<file path="config.mk">
export PLATFORM = sky130hd
export DESIGN_NAME = tile_fb_renderer
export DESIGN_NICKNAME = d
export VERILOG_FILES = /design/src/rtl/tile_fb_renderer.sv
export SDC_FILE = /design/constraint.sdc
export NUM_CORES = 2
export LEC_CHECK = 0
export CAP_MARGIN = 0
export CELL_PAD_IN_SITES_DETAIL_PLACEMENT = 0
export CELL_PAD_IN_SITES_GLOBAL_PLACEMENT = 1
export CORE_UTILIZATION = 48
export CTS_CLUSTER_DIAMETER = 200
export DETAILED_ROUTE_END_ITERATION = 10
export MAX_ROUTING_LAYER = met4
export PLACE_DENSITY_LB_ADDON = 0.25
export SLEW_MARGIN = 10
export SYNTH_ARGS = -nofsm -noshare
export SYNTH_HDL_FRONTEND = slang
export SYNTH_SLANG_ARGS = --single-unit
</file>
<file path="constraint.sdc">
create_clock -name i_Clk -period 19.4 [get_ports i_Clk]
set_input_delay 3.88 -clock i_Clk [delete_from_list [all_inputs] [get_ports i_Clk]]
set_output_delay 3.88 -clock i_Clk [all_outputs]
set_load 0.02 [all_outputs]
</file>
<file path="src/rtl/tile_fb_renderer.sv">
// tile_fb_renderer
//   Tile framebuffer and pixel renderer sitting between the VGA sync generator
//   and the porch stage. Game logic writes 1-bit tiles into a GAME_WIDTH x
//   GAME_HEIGHT bitmap over a valid/ready port; the render side maps the
//   incoming column/row counts onto tiles and emits registered RGB with the
//   syncs delayed to line up.
//
// Ports
//   i_Clk, i_Rst                pixel clock, async active-high reset
//   i_HSync, i_VSync            active-low syncs from the sync generator
//   i_Col_Count, i_Row_Count    current pixel column / row
//   i_Wr_Valid, o_Wr_Ready      tile write handshake
//   i_Wr_X, i_Wr_Y, i_Wr_Data   tile coordinate and value (1 = foreground)
//   i_Clear, o_Busy             start / status of a full bitmap clear sweep
//   o_Frame_Start               1-cycle pulse at the start of vertical blanking
//   o_HSync, o_VSync            syncs delayed 2 cycles
//   o_Red, o_Grn, o_Blu         pixel colour, 2-cycle latency from the counts
//
// Build option
//   TILE_GRID_EN  when defined, the first pixel row/column of every tile is
//                 drawn blue on top of the tile colour.

module tile_fb_renderer #(
    parameter int GAME_WIDTH  = 40,
    parameter int GAME_HEIGHT = 30,
    parameter int TILE_SHIFT  = 4,
    parameter int VIDEO_WIDTH = 3,
    parameter int ACTIVE_COLS = 640,
    parameter int ACTIVE_ROWS = 480
) (
    input  logic                   i_Clk,
    input  logic                   i_Rst,
    input  logic                   i_HSync,
    input  logic                   i_VSync,
    input  logic [9:0]             i_Col_Count,
    input  logic [9:0]             i_Row_Count,
    input  logic                   i_Wr_Valid,
    output logic                   o_Wr_Ready,
    input  logic [5:0]             i_Wr_X,
    input  logic [4:0]             i_Wr_Y,
    input  logic                   i_Wr_Data,
    input  logic                   i_Clear,
    output logic                   o_Busy,
    output logic                   o_Frame_Start,
    output logic                   o_HSync,
    output logic                   o_VSync,
    output logic [VIDEO_WIDTH-1:0] o_Red,
    output logic [VIDEO_WIDTH-1:0] o_Grn,
    output logic [VIDEO_WIDTH-1:0] o_Blu
);

    localparam int N  = GAME_WIDTH * GAME_HEIGHT;
    localparam int AW = $clog2(N);
    localparam int TW = 10 - TILE_SHIFT;

    typedef enum logic {S_CLEAR, S_IDLE} state_t;

    // Priority: outside the visible area -> black, grid line -> blue,
    // foreground tile -> white, anything else visible -> background red.
    function automatic logic [3*VIDEO_WIDTH-1:0] pixel_colour(
        input logic act,
        input logic in_grid,
        input logic tile_bit,
        input logic grid_line
    );
        logic [VIDEO_WIDTH-1:0] ones;
        logic [VIDEO_WIDTH-1:0] zero;
        ones = '1;
        zero = '0;
        if (!act)                 return {zero, zero, zero};
        if (grid_line)            return {zero, zero, ones};
        if (in_grid && tile_bit)  return {ones, ones, ones};
        return {ones, zero, zero};
    endfunction

    state_t          state, state_nxt;
    logic [AW-1:0]   clr_addr, clr_addr_nxt;

    logic            wr_fire;
    logic            wr_in_grid;
    logic [AW-1:0]   wr_addr;

    logic            mem_we;
    logic [AW-1:0]   mem_waddr;
    logic            mem_wdata;
    logic            mem [0:N-1];

    logic [TW-1:0]   tile_x, tile_y;
    logic            pix_act, pix_in_grid, pix_line;
    logic [AW-1:0]   rd_addr;

    logic [AW-1:0]   addr_p1;
    logic            act_p1, grid_p1, line_p1, hs_p1, vs_p1;

    // Write-side FSM: a sweep zeroes one address per cycle, then idles.
    always_ff @(posedge i_Clk or posedge i_Rst) begin
        if (i_Rst) begin
            state    <= S_CLEAR;
            clr_addr <= '0;
        end else begin
            state    <= state_nxt;
            clr_addr <= clr_addr_nxt;
        end
    end

    always_comb begin
        state_nxt    = state;
        clr_addr_nxt = clr_addr;
        case (state)
            S_CLEAR: begin
                if (clr_addr == AW'(N - 1)) begin
                    state_nxt    = S_IDLE;
                    clr_addr_nxt = '0;
                end else begin
                    clr_addr_nxt = clr_addr + 1'b1;
                end
            end
            S_IDLE: begin
                if (i_Clear) begin
                    state_nxt    = S_CLEAR;
                    clr_addr_nxt = '0;
                end
            end
            default: begin
                state_nxt    = S_CLEAR;
                clr_addr_nxt = '0;
            end
        endcase
    end

    assign o_Busy     = (state == S_CLEAR);
    // Combinational so a same-cycle clear request blocks the write.
    assign o_Wr_Ready = (state == S_IDLE) && !i_Clear;
    assign wr_fire    = i_Wr_Valid && o_Wr_Ready;

    // Off-grid writes still complete the handshake but never touch memory.
    assign wr_in_grid = (int'(i_Wr_X) < GAME_WIDTH) && (int'(i_Wr_Y) < GAME_HEIGHT);
    assign wr_addr    = AW'(int'(i_Wr_Y) * GAME_WIDTH + int'(i_Wr_X));

    always_comb begin
        mem_we    = 1'b0;
        mem_waddr = clr_addr;
        mem_wdata = 1'b0;
        if (o_Busy) begin
            mem_we = 1'b1;
        end else if (wr_fire && wr_in_grid) begin
            mem_we    = 1'b1;
            mem_waddr = wr_addr;
            mem_wdata = i_Wr_Data;
        end
    end

    // Bitmap is deliberately not reset; the clear sweep initialises it.
    always_ff @(posedge i_Clk) begin
        if (mem_we) begin
            mem[mem_waddr] <= mem_wdata;
        end
    end

    assign tile_x      = i_Col_Count[9:TILE_SHIFT];
    assign tile_y      = i_Row_Count[9:TILE_SHIFT];
    assign pix_act     = (int'(i_Col_Count) < ACTIVE_COLS) && (int'(i_Row_Count) < ACTIVE_ROWS);
    assign pix_in_grid = (int'(tile_x) < GAME_WIDTH) && (int'(tile_y) < GAME_HEIGHT);
    // Off-grid pixels read address 0; their colour ignores the bit anyway.
    assign rd_addr     = pix_in_grid ? AW'(int'(tile_y) * GAME_WIDTH + int'(tile_x)) : '0;

`ifdef TILE_GRID_EN
    assign pix_line = (i_Col_Count[TILE_SHIFT-1:0] == '0) || (i_Row_Count[TILE_SHIFT-1:0] == '0);
`else
    assign pix_line = 1'b0;
`endif

    // ---- stage 1: tile address, flags, syncs ----
    always_ff @(posedge i_Clk or posedge i_Rst) begin
        if (i_Rst) begin
            act_p1  <= 1'b0;
            grid_p1 <= 1'b0;
            line_p1 <= 1'b0;
            hs_p1   <= 1'b1;
            vs_p1   <= 1'b1;
        end else begin
            act_p1  <= pix_act;
            grid_p1 <= pix_in_grid;
            line_p1 <= pix_line;
            hs_p1   <= i_HSync;
            vs_p1   <= i_VSync;
        end
    end

    always_ff @(posedge i_Clk) begin
        addr_p1 <= rd_addr;
    end

    // ---- stage 2: bitmap read, colour, syncs ----
    // A write landing on the same edge is not seen here: the read returns the old bit.
    always_ff @(posedge i_Clk or posedge i_Rst) begin
        if (i_Rst) begin
            o_Red   <= '0;
            o_Grn   <= '0;
            o_Blu   <= '0;
            o_HSync <= 1'b1;
            o_VSync <= 1'b1;
        end else begin
            {o_Red, o_Grn, o_Blu} <= pixel_colour(act_p1, grid_p1, mem[addr_p1], line_p1);
            o_HSync <= hs_p1;
            o_VSync <= vs_p1;
        end
    end

    // Vertical blanking begins with the first pixel of the first invisible row.
    always_ff @(posedge i_Clk or posedge i_Rst) begin
        if (i_Rst) begin
            o_Frame_Start <= 1'b0;
        end else begin
            o_Frame_Start <= (i_Row_Count == 10'(ACTIVE_ROWS)) && (i_Col_Count == '0);
        end
    end

endmodule

</file>
After elaboration in Yosys (flattened, before gate mapping) --
Memory sizes are Yosys's and may differ from the RTL's. A register that Yosys moved wholly into a read port is not among the register bits. Cells that the tools add are included.
Operators by class: multiply operators 2, add/subtract/negate cells 3, multiplexer cells 24, bitwise logic cells 1, equal/unequal tests 3, magnitude comparators 6, reductions and logical operators 10
Operator list (count):
- $mux W11 | 5
- $mux W9 | 5
- $add A11 B6 Y11 | 2
- $pmux W11 S2 | 1
- $lt A6 B6 Y1 const B | 2
- $mux W1 | 12
- $add A11 B1 Y11 const B | 1
- $eq A11 B11 Y1 const B | 1
- $eq A10 B9 Y1 const B | 1
- $logic_not A10 Y1 | 1
- $lt A10 B10 Y1 const B | 1
- $lt A10 B9 Y1 const B | 1
- $logic_and A1 B1 Y1 | 8
- $mul A5 B3 Y8 const B | 1
- $mul A6 B3 Y8 const B | 1
- $lt A6 B5 Y1 const B | 1
- $lt A5 B5 Y1 const B | 1
- $ne A2 B2 Y1 const B | 1
- $pmux W1 S2 | 1
- $logic_not A1 Y1 | 1
- $not A1 Y1 | 1
Word-level totals: input bits 38, register bits 28, memories 1, logic and storage cells 62, output and inout port bits 14, memory bits (writable) 1200
Memory list:
- mem | words 1200, bits a word 1, rd ports 1, clocked after Yosys merged registers in 1, wr ports 1, RTL line 86 | logic mem [0:N-1];

Depth between registers and ports, before layout --
depth in word-level cells 8, mapped depth 14, gate-level depth less buffers 11

Worst setup path after synthesis --
Ideal clock, no wire load.
path type input -> register, start point input port i_Wr_X[4], end point memory mem[0], data pin, arrival 19.573 ns, path buffers 1, library setup time 3.352 ns, slack -3.524 ns, required time 16.048 ns, cell stages on the path 4, path through o21ai_0 and4_1 buf_2 and2_1
On the way: word-level cells in the longest chain between the ends 5
RTL lines:
- start: declaration | RTL line 39 | input logic [5:0] i_Wr_X,
- $lt A6 B6 Y1 | RTL line 137 | assign wr_in_grid = (int'(i_Wr_X) < GAME_WIDTH) && (int'(i_Wr_Y) < GAME_HEIGHT);
- $logic_and A1 B1 Y1 | RTL line 137
- $logic_and A1 B1 Y1 | RTL line 146 | end else if (wr_fire && wr_in_grid) begin
- $mux W1 | RTL line 146
- $mux W1 | RTL line 144 | if (o_Busy) begin
- via mem_wdata | RTL line 85 | logic mem_wdata;
- end: declaration | RTL line 86
The timed path passes the listed nets, and every way through them passes these cells.

Worst setup path in the final report --
start point input port i_Clear, end point output port o_Wr_Ready
On the way: word-level cells in the longest chain between the ends 2
RTL lines:
- start: declaration | RTL line 42 | input logic i_Clear,
- $logic_not A1 Y1 | RTL line 133 | assign o_Wr_Ready = (state == S_IDLE) && !i_Clear;
- $logic_and A1 B1 Y1 | RTL line 133
- end: declaration | RTL line 38 | output logic o_Wr_Ready,
No other way between the ends.

==> impl_results.md <==
- Post-Route Skew: 0.0300 ns
- Hold_buf cts: 0
- Xor-xnor portion of the synthesized cell area: 0.300%
- EDFF count, synth: 1200
- CTS tree: yes
- Commonest non-fill, non-tap cell in the layout: nor2_1
- Combinational share of power: between 3 and 4%
- Register area: 0.0368 mm²
- Min-delay worst type: register to register
- Rows: roughly 120
- Cell count after synthesis: 3789
- Aggregate global routing overflow: 0
- CTS max path bufs: 3
- Post CTS Setup Buffer Count: 0
- Vias: 32300
- # DRC: 0
- F_max: 104 MHz
- Relative slew slack: 17.9%
- Syn Std Cell Area: 0.0541 mm²
- Starting density of the core: 48.6%
- Final wirelength: between 150000 and 200000 µm
- Max_cap viols: 0
- Seq/Total Area, Yosys: 67.9%
- #FFs+latches synth: around 1200
- Cell variety after synth: 78
- 1st-pass router iterations: 5
- CP startpoint kind: input pin
- Internal power: 0.00433 W
- Worst slew pin tran: 1.23 ns
- Worst Setup End Kind: primary output
- Commonest non-fill, non-tap cells in the layout: nor2_1, edfxtp_1, mux4_2, clkbuf_16, mux2i_1
- Final Hold Vio Count: 0
- # fillers: 9210
- Layout cell share with drive strength beyond 1: 15.5%
- Core area: 0.111 mm²
- Vias in the first global route: 31400
- Post-Route Utilization: 53.5%
- Ant. Diodes: 0
- CTS root buffer: clkbuf_16
- Initial antenna violation count: 3
- CP Max Fanout: 13
- Kind of critical path: input pin to primary output
- Power per Cell Area: roughly 90 mW/mm²
- Period utilization: 49.4%
- Port-buffer cells: 51
- GRT Resource Usage Total: 27.6%
- Avg Inst Size Synth: approximately 14 µm²
- Net Sw Power: 0.00116 W
- Pleak: ~14 nW
- RSZ-0062 raised after global routing: no
- Design area: 0.0595 mm²
- Synth Area in Adders: 0.633%
- Hold Worst Slack: 0.355 ns
- Clock network fraction of total power: 43.5%
- NumNets Final: 3756
- Post-CTS resize count: 0
- Setup tns final: 0 ns
- Largest net degree at the start of global routing: 270
- Clock transition at path regs: 0.06 ns
- Layout area overhead: 9.91%
- CTS Buf Count: 133
- Cell Area, Placed: 0.0555 mm²
- Worst EP required: 15.52 ns
- # clock sinks: about 1200
- Status: finished, final reports clean
- Die Span X: 338 µm
- Vias per Instance: 6.12
- Post-synthesis mux area share: a little over an eighth
- Fin crit period: 9.59 ns
- H-tree Lvls: 4
- Prevailing post-synth register cell: edfxtp_1
- GPL Wtd Cong: 0.791
- Die area: 0.114 mm²
- Global-route wire length before repair: 217000 µm
- Routed length per instance: 28.6 µm
- Critical path arrival: ~5.7 ns
- Part of the power in registers: 52.6%
- Main combinational cell family by area after synthesis: multiplexers
- Remaining antenna violation count after routing: 0
- Post-synthesis compound-gate area fraction: under 10%
- Simple-Gate Fraction of Synth Area: 11.0%
- Initial DRC count: 4221
- Multi-input logic area: 0.0157 mm²
- Ports: 52
- Post-DP HPWL: 75000 µm
- Syn nets: 3852
- Worst-Skew Late Latency: 0.73 ns
- Die height: 338 µm
- Final Max Tran Viols: 0
- Synthesis Warnings: 0
- Final setup viols: 0
- Peak supply drop: roughly 0.000077 V
- Sw Ratio: 21.1%
- Ys async rst share: between 1.5 and 2%
## worst max-delay path, stage by stage
cell and delay (ns):
clkdlybuf4s50_1 0.44, nor2b_1 0.65, clkdlybuf4s50_1 0.74
## per-layer routing
metal | GRT usage [%] | share of wire, % | vias up
met5 | - | 0 | -
met4 | 7.66 | 2.6 | 0
met3 | 4.47 | 8.2 | 243
met2 | 44.4 | 49 | 1351
met1 | 36.7 | 40 | 17000
li1 | - | - | 13700
## registers in the layout, indices dropped and copies added (netlist names), named ones only
register and flops:
act_p1 1, clr_addr 11, hs_p1 1, mem 1200, o_Blu 1, o_Frame_Start 1
o_HSync 1, o_Red 1, o_VSync 1, state 1, vs_p1 1
## synthesized netlist by cell type (18+ instances only)
cell | number | share of area (%)
buf_1 | 21 | 0.15
nor3_1 | 20 | 0.18
nand3_1 | 22 | 0.20
edfxtp_1 | 1200 | 67
mux2i_1 | 104 | 1.9
a22oi_1 | 23 | 0.32
buf_2 | 36 | 0.33
clkbuf_1 | 254 | 1.8
nor2_1 | 1244 | 8.6
o21ai_0 | 39 | 0.36
nor2b_1 | 18 | 0.21
nand2_1 | 130 | 0.90
ha_1 | 21 | 0.49
mux4_2 | 278 | 12
buf_4 | 20 | 0.28
buf_6 | 25 | 0.52
o221ai_1 | 37 | 0.60
a21oi_1 | 39 | 0.36
o22ai_1 | 21 | 0.24
## cell families (layout without fill, tap and decap cells)
group / count (synthesis) / count (layout)
and+or+nand+nor: 1506 / 1506
AOI/OAI and AO/OA: 239 / 239
xor gates and xnor gates: 17 / 17
adders and majority gates: 25 / 25
muxes: 389 / 389
buffers and inverters: 382 / 378
DFF: 1231 / 1231
## worst paths after layout
kind / from / end / slack (ns) / cells past startpoint
worst min register to register: hs_p1$_DFF_PP1_ / o_HSync$_DFF_PP1_ / 0.35 / 0
worst max register to register: register / o_Blu[1]$_DFF_PP0_ / 13.25 / 11
min in group asynchronous: i_Rst / o_Frame_Start$_DFF_PP0_ / 3.44 / 2
max in group asynchronous: i_Rst / vs_p1$_DFF_PP1_ / 15.32 / 3
worst max-delay path: i_Clear / o_Wr_Ready / 9.81 / 3
worst min-delay path: hs_p1$_DFF_PP1_ / o_HSync$_DFF_PP1_ / 0.35 / 0
## area by class of cell
cell class / count / area share (%)
flip-flops and latches: 1231 / 61.8
multi-input cells: 2176 / 26.3
clock buffers: 177 / 6.10
well taps: 1488 / 3.13
repair buffers: 132 / 1.90
clock inverters: 50 / 0.614
inverters: 19 / 0.122
## power by group through the flow
stage	clock network [W]	registers, W	logic [W]
2_1_floorplan	0	0.00294	0.000137
3_3_place_gp	0	0.00294	0.000210
3_5_place_dp	0	0.00294	0.000210
4_1_cts	0.00241	0.00289	0.000211
5_1_grt	0.00251	0.00289	0.000223
6_report	0.00239	0.00289	0.000211
## stage by stage
stage | total power, W | std cells | setup WS (ns)
floorplan | 0.00307 | 3789 | 5.21
global placement | 0.00315 | 5046 | 9.82
detailed placement | 0.00315 | 5046 | 9.81
CTS | 0.00551 | 5273 | 9.80
global route | 0.00561 | 5273 | 9.68
finish | 0.00548 | 5273 | 9.81
Power figures use the tool's default switching activity.
